File: src/rtl/iomem_pkg.sv
// rtl/iomem_pkg.sv - shared types and constants for the iomem router family
package iomem_pkg;

    typedef enum logic [1:0] {
        ST_IDLE   = 2'd0,
        ST_ACCESS = 2'd1,
        ST_RESP   = 2'd2
    } iomem_state_t;

    localparam int          IOMEM_WIN_BITS  = 16;
    localparam logic [31:0] IOMEM_ERR_DATA  = 32'hDEAD_BEEF;
    localparam logic [31:0] IOMEM_GPIO_BASE = 32'h0300_0000;

endpackage

File: src/rtl/iomem_addr_decode.sv
// rtl/iomem_addr_decode.sv - maps an iomem address onto one of NSLAVE 64 KiB windows
module iomem_addr_decode
    import iomem_pkg::*;
#(
    parameter int          NSLAVE = 4,
    parameter logic [31:0] BASE   = IOMEM_GPIO_BASE
) (
    input  logic [31:0] addr,
    output logic        hit,
    output logic [3:0]  sel
);

    logic [15:0] win;
    logic        unused_low;

    // Modular subtraction: addresses below BASE wrap to a large index and miss.
    assign win        = addr[31:IOMEM_WIN_BITS] - BASE[31:IOMEM_WIN_BITS];
    assign hit        = (win < 16'(NSLAVE));
    assign sel        = win[3:0];
    assign unused_low = ^addr[IOMEM_WIN_BITS-1:0];

endmodule

File: src/rtl/iomem_router.sv
// rtl/iomem_router.sv - single-master iomem router with timeout and sticky error capture
module iomem_router
    import iomem_pkg::*;
#(
    parameter int          NSLAVE   = 4,
    parameter logic [31:0] BASE     = IOMEM_GPIO_BASE,
    parameter int          TIMEOUT  = 255,
    parameter logic [31:0] ERR_DATA = IOMEM_ERR_DATA
) (
    input  logic                 clk,
    input  logic                 resetn,
    input  logic                 m_valid,
    output logic                 m_ready,
    input  logic [3:0]           m_wstrb,
    input  logic [31:0]          m_addr,
    input  logic [31:0]          m_wdata,
    output logic [31:0]          m_rdata,
    output logic [NSLAVE-1:0]    s_valid,
    input  logic [NSLAVE-1:0]    s_ready,
    output logic [3:0]           s_wstrb,
    output logic [31:0]          s_addr,
    output logic [31:0]          s_wdata,
    input  logic [32*NSLAVE-1:0] s_rdata,
    output logic                 err_irq,
    output logic [31:0]          err_addr,
    input  logic                 err_clear
);

    localparam int CW = $clog2(TIMEOUT + 1);

    iomem_state_t  state, state_next;
    logic [CW-1:0] cnt;
    logic [3:0]    sel;
    logic          dec_hit;
    logic [3:0]    dec_sel;
    logic          rdy_sel;
    logic [31:0]   rdata_sel;
    logic          timed_out;
    logic          accept;
    logic          err_raise;
    logic [31:0]   err_at;

    iomem_addr_decode #(.NSLAVE(NSLAVE), .BASE(BASE)) u_decode (
        .addr (m_addr),
        .hit  (dec_hit),
        .sel  (dec_sel)
    );

    // Only the selected slave's ready/data are observed; others are ignored.
    always_comb begin
        rdy_sel   = 1'b0;
        rdata_sel = 32'd0;
        for (int k = 0; k < NSLAVE; k++) begin
            if (sel == k[3:0]) begin
                rdy_sel   = s_ready[k];
                rdata_sel = s_rdata[32*k +: 32];
            end
        end
    end

    assign timed_out = (cnt == CW'(TIMEOUT - 1));
    assign accept    = m_valid && !m_ready;

    always_comb begin
        state_next = state;
        err_raise  = 1'b0;
        err_at     = m_addr;
        case (state)
            ST_IDLE: begin
                if (accept) begin
                    if (dec_hit) begin
                        state_next = ST_ACCESS;
                    end else begin
                        state_next = ST_RESP;
                        err_raise  = 1'b1;
                    end
                end
            end
            ST_ACCESS: begin
                if (rdy_sel) begin
                    state_next = ST_RESP;
                end else if (timed_out) begin
                    state_next = ST_RESP;
                    err_raise  = 1'b1;
                    err_at     = s_addr;
                end
            end
            ST_RESP:  state_next = ST_IDLE;
            default:  state_next = ST_IDLE;
        endcase
    end

    always_ff @(posedge clk) begin
        if (!resetn) state <= ST_IDLE;
        else         state <= state_next;
    end

    always_ff @(posedge clk) begin
        if (!resetn) begin
            m_ready  <= 1'b0;
            m_rdata  <= 32'd0;
            s_valid  <= '0;
            s_wstrb  <= 4'd0;
            s_addr   <= 32'd0;
            s_wdata  <= 32'd0;
            sel      <= 4'd0;
            cnt      <= '0;
            err_irq  <= 1'b0;
            err_addr <= 32'd0;
        end else begin
            m_ready <= 1'b0;
            case (state)
                ST_IDLE: begin
                    if (accept) begin
                        s_addr  <= m_addr;
                        s_wdata <= m_wdata;
                        s_wstrb <= m_wstrb;
                        sel     <= dec_sel;
                        cnt     <= '0;
                        if (dec_hit) begin
                            s_valid <= NSLAVE'(1) << dec_sel;
                        end else begin
                            m_rdata <= ERR_DATA;
                            m_ready <= 1'b1;
                        end
                    end
                end
                ST_ACCESS: begin
                    cnt <= cnt + 1'b1;
                    if (rdy_sel) begin
                        m_rdata <= rdata_sel;
                        s_valid <= '0;
                        m_ready <= 1'b1;
                    end else if (timed_out) begin
                        m_rdata <= ERR_DATA;
                        s_valid <= '0;
                        m_ready <= 1'b1;
                    end
                end
                default: ;
            endcase
            // A clear coinciding with a new error re-arms capture for that error.
            if (err_raise) begin
                err_irq <= 1'b1;
                if (!err_irq || err_clear) err_addr <= err_at;
            end else if (err_clear) begin
                err_irq <= 1'b0;
            end
        end
    end

endmodule

File: config.mk
export PLATFORM = sky130hd
export DESIGN_NAME = iomem_router
export DESIGN_NICKNAME = d
export VERILOG_FILES = /design/src/rtl/iomem_pkg.sv /design/src/rtl/iomem_addr_decode.sv /design/src/rtl/iomem_router.sv
export SDC_FILE = /design/constraint.sdc
export NUM_CORES = 1
export LEC_CHECK = 0
export CAP_MARGIN = 20
export CORE_ASPECT_RATIO = 1.1
export CORE_MARGIN = 4
export CORE_UTILIZATION = 43
export DETAILED_ROUTE_END_ITERATION = 10
export GPL_ROUTABILITY_DRIVEN = 0
export PLACE_DENSITY = 0.86
export SETUP_SLACK_MARGIN = 0.02
export SYNTH_ARGS = -nofsm -noshare
export SYNTH_HDL_FRONTEND = slang
export SYNTH_SLANG_ARGS = --single-unit
File: constraint.sdc
create_clock -name clk -period 5.5 [get_ports clk]
set_input_delay 1.1 -clock clk [delete_from_list [all_inputs] [get_ports clk]]
set_output_delay 1.1 -clock clk [all_outputs]
set_load 0.03 [all_outputs]
; ---- Yosys cells after proc, flatten, opt, wreduce, memory -nomap -nowiden
; Index checks and enable logic that the tools add are counted.
[word_totals]
reg_bits = 152
latchBits = 0
mem_bits_rw = 0
mem_bits_ro = 0
in_bits = 204
output_inout_bits = 138
mem_count = 0
[op_classes]
n_addsub = 2
n_mul = 0
n_div = 0
magnitude_cmp = 1
n_eq_ne = 9
n_shift = 1
muxes = 37
n_bitwise = 0
n_reduce_logical = 14
[op_table]
columns = op, n
row1 = 2-to-1 mux 32 bit, 11
row2 = one-hot mux 32 bit (2 select lines), 1
row3 = less-than comparator 16 x 3 -> 1 bit (second input constant), 1
row4 = 2-to-1 mux 4 bit, 4
row5 = one-hot mux 8 bit (2 select lines), 1
row6 = subtractor 16 x 10 -> 16 bit (second input constant), 1
row7 = 2-to-1 mux 1 bit, 11
row8 = adder 8 x 1 -> 8 bit (second input constant), 1
row9 = equality test 4 x 2 -> 1 bit (second input constant), 2
row10 = equality test 8 bit (second input constant), 1
row11 = 2-to-1 mux 2 bit, 4
row12 = 2-to-1 mux 8 bit, 1
row13 = one-hot mux 4 bit (2 select lines), 1
row14 = AND reduction 2 bit, 4
row15 = AND reduction 4 bit, 2
row16 = inequality test 2 bit (second input constant), 3
row17 = equality test 4 x 1 -> 1 bit (second input constant), 1
row18 = zero test 4 bit, 1
row19 = one-hot mux 1 bit (2 select lines), 2
row20 = one-hot mux 2 bit (2 select lines), 1
row21 = nonzero test 2 bit, 2
row22 = left shift 1 x 4 -> 4 bit (first input constant), 1
row23 = inequality test 3 bit (second input constant), 1
row24 = equality test 2 x 1 -> 1 bit (second input constant), 1
row25 = 4 further kinds, 5

; ---- Logic depth before layout (Yosys ltp)
; Gate-level depths: netlist (run 1).
[logic_depth]
word_depth = 8
depth_mapped = 8
mapped_depth_nobuf = 5

; ---- Hierarchy
; A second synthesis (run 1) with hierarchy kept.
[hier_totals]
hier_cells = 706
hier_area_um2 = 6725.2
[by_module_without_submodules]
columns = mod, n_inst, cells_each, area_per_inst_um2, seq_area_each_um2
row1 = iomem_router, 1, 697, 6658.9, 3042.9
row2 = iomem_addr_decode, 1, 9, 66.3, 0.0

; ---- Worst setup path before layout (run 1)
; OpenSTA, ideal clock, no wires.
[synth_timing]
path_kind = in2reg
from = input m_addr[28]
to = register m_rdata[0]
setup_time_ps = 119
arrival_time_ps = 2379
required_time_ps = 5381
path_slack_ps = 3002
cell_stages = 6
path_cell_list = nor4_1 > nand4_1 > o22ai_2 > a21oi_4 > buf_2 > o221a_2
[synth_between]
elab_chain_cells = 4
[synth_rtl]
columns = item, line
row1 = "start, declared", iomem_router.sv:15  ; input logic [31:0] m_addr,
row2 = subtractor 16 x 10 -> 16 bit, iomem_addr_decode.sv:17  ; assign win = addr[31:IOMEM_WIN_BITS] - BASE[31:IOMEM_WIN_BITS];
row3 = less-than comparator 16 x 3 -> 1 bit, iomem_addr_decode.sv:18  ; assign hit = (win < 16'(NSLAVE));
row4 = inequality test 2 bit (no source line), n/a
row5 = AND reduction 4 bit (no source line), n/a
row6 = "end signal, assigned", iomem_router.sv:131  ; m_rdata <= rdata_sel;
row7 = "end, declared", iomem_router.sv:17  ; output logic [31:0] m_rdata,
; No other way between the ends.
; A chain may end at the register's enable or synchronous reset.

; ---- Worst setup path in the final report (run 1)
[layout_timing]
from = input m_addr[25]
to = register err_addr[7]
[layout_between]
elab_chain_cells = 6
[layout_rtl]
columns = item, line
row1 = subtractor 16 x 10 -> 16 bit, iomem_addr_decode.sv:17
row2 = less-than comparator 16 x 3 -> 1 bit, iomem_addr_decode.sv:18
row3 = 2-to-1 mux 1 bit, iomem_router.sv:71  ; if (dec_hit) begin
row4 = 2-to-1 mux 1 bit, iomem_router.sv:70  ; if (accept) begin
row5 = one-hot mux 1 bit (2 select lines), iomem_router.sv:68  ; case (state)
row6 = AND reduction 2 bit (no source line), n/a
row7 = "end signal, assigned", iomem_router.sv:145  ; if (!err_irq || err_clear) err_addr <= err_at;
row8 = "end, declared", iomem_router.sv:25  ; output logic [31:0] err_addr,
; No other way between the ends.

==> impl_metrics.toml, run 1 <==
[run_status]
outcome = "complete, no violations"

[clock_tree]
cts.sinks = 148
h-tree-depth = 4
post_cts_resized = 0
clk_pin_slew_ns = 0.07
hold_buffers = 0
clk_latency_ns = 0.42
cts_tree = "yes"
cts_buffers = 17
cts-root-buf = "clkbuf_16"
post_cts_buffers = 0
cts_buffer_depth = 2

[yosys]
avgSynthCellArea_um2 = 9.95
synthFlopType = "dfxtp_1"
yosys.area.top_type = "dfxtp_1"
yosys-top-cells-area = "dfxtp_1 44%, nand2_1 8.7%, mux4_2 8.0%"
synth_top_area_share_pct = 44.1
synth_edf_count = 0
ys_seq_elements = 148
async_flop_share_pct = 0
syn_area_um2 = 6720
syn_inst = 675
ys_types = 48
syn-num-nets = 881
ys.warnings.count = 0
ys_seq_area_share_pct = 44.1

[die]
floorplan.die.height_um = 139
start_util_pct = 44.3
rows = 47
die_area_um2 = 17700
fp.dieW_um = 127
pin_count = 342
coreArea_um2 = 15200

[power]
powerDensity_nw_per_um2 = 286
power_leakage_nw = 3.84
power.switching_w = 0.000908
p_comb_share_pct = 24.2
pwr-share-clk_pct = 36.8
intPower_w = 0.00218
seq_power_share_pct = 39.0
vdd_ir_drop_max_uv = 226
p_sw_share_pct = 29.4

[final_layout]
nNetsFinal = 1191
syn2layout_area_growth_pct = 60.6
drive_gt1_share_pct = 12.1
final_cell_mix = "340 x clkdlybuf4s50_1, 155 x nand2_1, 146 x dfxtp_1"
final_common_cell = "clkdlybuf4s50_1"

[placed_design]
place_hpwl_um = 17500
port_buffers = 341
place_ws_ns = 1.55

[critical_path]
end_kind = "register"
path_cells = "clkdlybuf4s50_1, nor4bb_1, nand4_1, nand3b_2, o31ai_4, buf_4, o221a_1"
cp_slowest_cell = "nand3b_2"
critPathKind = "in2reg"
critPathMaxFanout = 33
arrival_ns = 3.87
crit_path_start_kind = "primary input"
slowest_delay_ns = 0.70
worstPathRequired_ns = 5.80

[sta]
relSlewSlack_pct = 37.1
post-route-min-period_ns = 3.57
fin_skew_ns = 0.0132
setup_viol_count_final = 0
fin_ws_ns = 1.93
tightestPinTransition_ns = 0.942
rsz0062_at_grt = "no"
period_share_pct = 64.9
drv_slew = 0
final_hold_viol_count = 0
finalSetupTns_ns = 0
fmax_ghz = 0.280

[detailed_routing]
first_pass_iters = 5
vias_per_cell = 5.48
vias = 6552
wl_per_cell_um = 19.9
ant_nets = 0
finalWirelength_um = 23700
drc_errors = 0
drtIter0Drc = 507

[job]
maxCapViolations = 0

[grt]
globalRouteTotalUtil_pct = 26.0
grt_pass1_vias = 6495
antenna_found_initial = 2
grt_pass1_wl_um = 36400
grt-ovfl-total = 0
grt_max_degree = 85

[min_path]
hold_class = "reg2reg"
-- power groups by stage --
| stage | Combinational [W] | Sequential [W] | Clock, W |
|---|---|---|---|
| 2_1_floorplan | 0.000244 | 0.00136 | 0 |
| 3_3_place_gp | 0.000737 | 0.00122 | 0 |
| 3_5_place_dp | 0.000747 | 0.00123 | 0 |
| 4_1_cts | 0.000751 | 0.00120 | 0.00116 |
| 5_1_grt | 0.000788 | 0.00121 | 0.00120 |
| 6_report | 0.000745 | 0.00120 | 0.00114 |
-- synth_stat cells (all sizes together), types with 4 or more instances --
| master | count |
|---|---|
| nand2 | 155 |
| o221a | 56 |
| buf | 26 |
| nand4 | 9 |
| clkbuf | 32 |
| o21ai | 6 |
| o22ai | 21 |
| inv | 4 |
| mux2 | 16 |
| dfxtp | 148 |
| mux4 | 24 |
| and2 | 28 |
| nand3 | 4 |
| a21boi | 70 |
| o21a | 32 |
| or3 | 4 |
| a21oi | 4 |
| nor2 | 5 |
-- final timing paths --
path	startpoint	endpoint	slack, ns	cells after the start
setup / recovery	m_addr[25]	err_addr[7]	1.93	7
hold / removal	s_wdata[0]	s_wdata[0]	0.46	2
setup reg to reg	s_addr[16]	m_rdata[30]	2.58	5
hold reg to reg	s_wdata[0]	s_wdata[0]	0.46	2
-- flip-flops by register name, summed over array words and instances (netlist names) --
signal,cells
cnt,8
err_irq,1
m_rdata,32
err_addr,32
m_ready,1
s_addr,32
s_valid,4
s_wdata,32
state,2
s_wstrb,4
-- metrics by stage --
step                std cells  utilization, %  power (W)  instance area, um^2  hold slack [ns]
floorplan                 675               -    0.00160                 6720            0.467
global placement         1161            67.1    0.00196                10200            0.450
detailed placement       1162            67.3    0.00197                10200            0.457
CTS                      1194            71.1    0.00311                10800            0.466
global route             1195            71.1    0.00321                10800            0.491
finish                   1195            71.1    0.00308                10800            0.463
-- critical path, delay by kind of cell --
family | cells | cell delay (ns)
AO/OA/AOI/OAI | 2 | 0.44
buffers and inverters | 2 | 0.77
AND/OR/NAND/NOR | 3 | 1.53
-- cells by family after synthesis --
| family | share of synthesized area, % |
|---|---|
| simple gates | 15.4 |
| compound gates | 24.9 |
| flops | 44.1 |
| buf+inv | 4.25 |
| mux | 10.7 |
| xor+xnor | 0.261 |
| fa+ha+maj | 0.373 |
-- per-layer routing --
metal	routed length [um]	GRT usage (%)	up-vias
li1	-	-	3097
met1	9210	30.0	3133
met2	11600	43.9	269
met3	2080	8.82	51
met4	825	10.6	2
met5	14	0	-
-- area by class of cell --
| type | count | area (um^2) |
|---|---|---|
| Antenna cell | 1 | 2.50 |
| Clock buffer | 18 | 439 |
| Clock inverter | 14 | 141 |
| Fill cell | 1138 | 4380 |
| Inverter | 5 | 18.8 |
| Multi-Input combinational cell | 464 | 3480 |
| Sequential cell | 148 | 2970 |
| Tap cell | 196 | 245 |
| Timing Repair Buffer | 349 | 3490 |
Note: power is estimated with default switching activity, not from simulation.
==> inputs of run 2 (changes only) <==
--- a/config.mk
+++ b/config.mk
@@ -8,10 +8,10 @@
 export CAP_MARGIN = 20
 export CORE_ASPECT_RATIO = 1.1
 export CORE_MARGIN = 4
-export CORE_UTILIZATION = 43
+export CORE_UTILIZATION = 36
 export DETAILED_ROUTE_END_ITERATION = 10
 export GPL_ROUTABILITY_DRIVEN = 0
-export PLACE_DENSITY = 0.86
+export PLACE_DENSITY = 0.76
 export SETUP_SLACK_MARGIN = 0.02
 export SYNTH_ARGS = -nofsm -noshare
 export SYNTH_HDL_FRONTEND = slang
==> constraint.sdc (replaced) <==
create_clock -name clk -period 2.98 [get_ports clk]
set_input_delay 0.596 -clock clk [delete_from_list [all_inputs] [get_ports clk]]
set_output_delay 0.596 -clock clk [all_outputs]
set_load 0.03 [all_outputs]
==> run 2 against run 1 <==
Effect of this change:
- critical endpoint is now m_rdata[26]
- worst hold slack got worse by 0.0024 ns
- sequential share of layout area decreased by 0.37 points
- first-iteration DRC count is 35% lower
- design area grew 1.4%
- utilization decreased by 12 points
- register-to-register slack worse by 1.9 ns
- clock skew increased by 0.0052 ns
- largest cell class unchanged
==> impl_metrics.toml, run 2 (synthesis results as in run 1) <==
[clock_tree]
cts_buffers = 17
hold_buffers = 0
post_cts_resized = 0
clk_latency_ns = 0.43
cts_tree = "yes"
cts_buffer_depth = 2
h-tree-depth = 4
cts.sinks = 148
cts-root-buf = "clkbuf_16"
clk_pin_slew_ns = 0.06
post_cts_buffers = 0

[critical_path]
arrival_ns = 2.74
crit_path_start_kind = "primary input"
worstPathRequired_ns = 3.34
end_kind = "register"
critPathMaxFanout = 34
critPathKind = "in2reg"

[final_layout]
syn2layout_area_growth_pct = 62.8
final_common_cell = "clkdlybuf4s50_1"
regArea_um2 = 2970
n_antenna_cell = 0
final_cell_mix = "340 x clkdlybuf4s50_1, 155 x nand2_1, 146 x dfxtp_1"
nNetsFinal = 1200
fill_cells = 1591
multi_input_area_um2 = 3480
fin_cells = 1250
drive_gt1_share_pct = 12.9

[sta]
tightestPinTransition_ns = 0.916
fin_skew_ns = 0.0185
fmax_ghz = 0.420
relSlewSlack_pct = 38.8
drv_slew = 0
whs_ns = 0.461
period_share_pct = 79.9
setup_viol_count_final = 0
post-route-min-period_ns = 2.38
final_hold_viol_count = 0
fin_ws_ns = 0.600
rsz0062_at_grt = "no"
finalSetupTns_ns = 0

[detailed_routing]
topRoutingLayerUsed = "met5"
drtIter0Drc = 330
wl_met3_um = 1730
vias = 6433
first_pass_iters = 4
ant_nets = 0
vias_per_cell = 5.15
met2_length_um = 11700
wl_met1_um = 9640
finalWirelength_um = 23600
wl_per_cell_um = 18.9
drc_errors = 0

[power]
powerDensity_nw_per_um2 = 525
power_leakage_nw = 3.90
vdd_ir_drop_max_uv = 387

[die]
rows = 52
start_util_pct = 36.6
floorplan.die.height_um = 151
fp.dieW_um = 138
coreArea_um2 = 18300
die_area_um2 = 20900
pin_count = 342

[grt]
antenna_found_initial = 1
grt-ovfl-total = 0
grt_pass1_vias = 6344
grt_pass1_wl_um = 35800
globalRouteTotalUtil_pct = 21.6
grt_max_degree = 70

[placed_design]
place_ws_ns = 0.113
dp.cells = 1218
place_hpwl_um = 17600
port_buffers = 341

[min_path]
hold_class = "reg2reg"

[job]
maxCapViolations = 0

[run_status]
outcome = "complete, no violations"
[run 2: cell types whose count changed in the layout (fill, tap and decap cells not counted), sizes merged]
| cell | delta |
|---|---|
| buf | +9 |
| clkinvlp | -2 |
| inv | +3 |
| clkbuf | -1 |
| diode | -1 |
[run 2: final cells by class]
cell class | instances | area share [%]
Sequential cell | 148 | 27.1
Clock inverter | 15 | 1.48
Inverter | 5 | 0.172
Clock buffer | 17 | 3.89
Tap cell | 243 | 2.78
Multi-Input combinational cell | 464 | 31.9
Timing Repair Buffer | 358 | 32.7
[run 2: per-stage QoR]
step | util, % | area (um^2) | total power [W]
6_report | 59.6 | 10900 | 0.00574
2_1_floorplan | - | 6720 | 0.00296
3_3_place_gp | 56.4 | 10300 | 0.00365
5_1_grt | 59.6 | 10900 | 0.00598
4_1_cts | 59.6 | 10900 | 0.00581
3_5_place_dp | 56.4 | 10300 | 0.00366
[run 2: report_power, final]
part | total (W) | internal (W) | switching [W]
clock network | 0.00213 | 0.00119 | 0.000944
logic | 0.00140 | 0.000720 | 0.000684
registers | 0.00221 | 0.00212 | 0.0000873
total | 0.00574 | 0.00403 | 0.00171
[run 2: layer usage]
layer  global-route usage, %  up-vias
li1                        -     3104
met1                    25.5     3053
met2                    36.9      240
met3                    7.45       34
met4                    7.71        2
met5                       0        -
[run 2: worst max-delay path, cell delays in order]
cell and delay (ns):
clkdlybuf4s50_1 0.45, nor2b_1 0.17, o221ai_2 0.15, o211a_1 0.30, a21oi_4 0.74, o221a_2 0.31
[run 2: path summary, 6_finish.rpt]
| path | cells after the start | startpoint | slack, ns | to |
|---|---|---|---|---|
| hold reg to reg | 2 | s_wdata[17] | 0.46 | s_wdata[17] |
| setup / recovery | 6 | s_ready[1] | 0.60 | m_rdata[26] |
| hold / removal | 2 | s_wdata[17] | 0.46 | s_wdata[17] |
| setup reg to reg | 5 | s_addr[18] | 0.70 | m_rdata[26] |
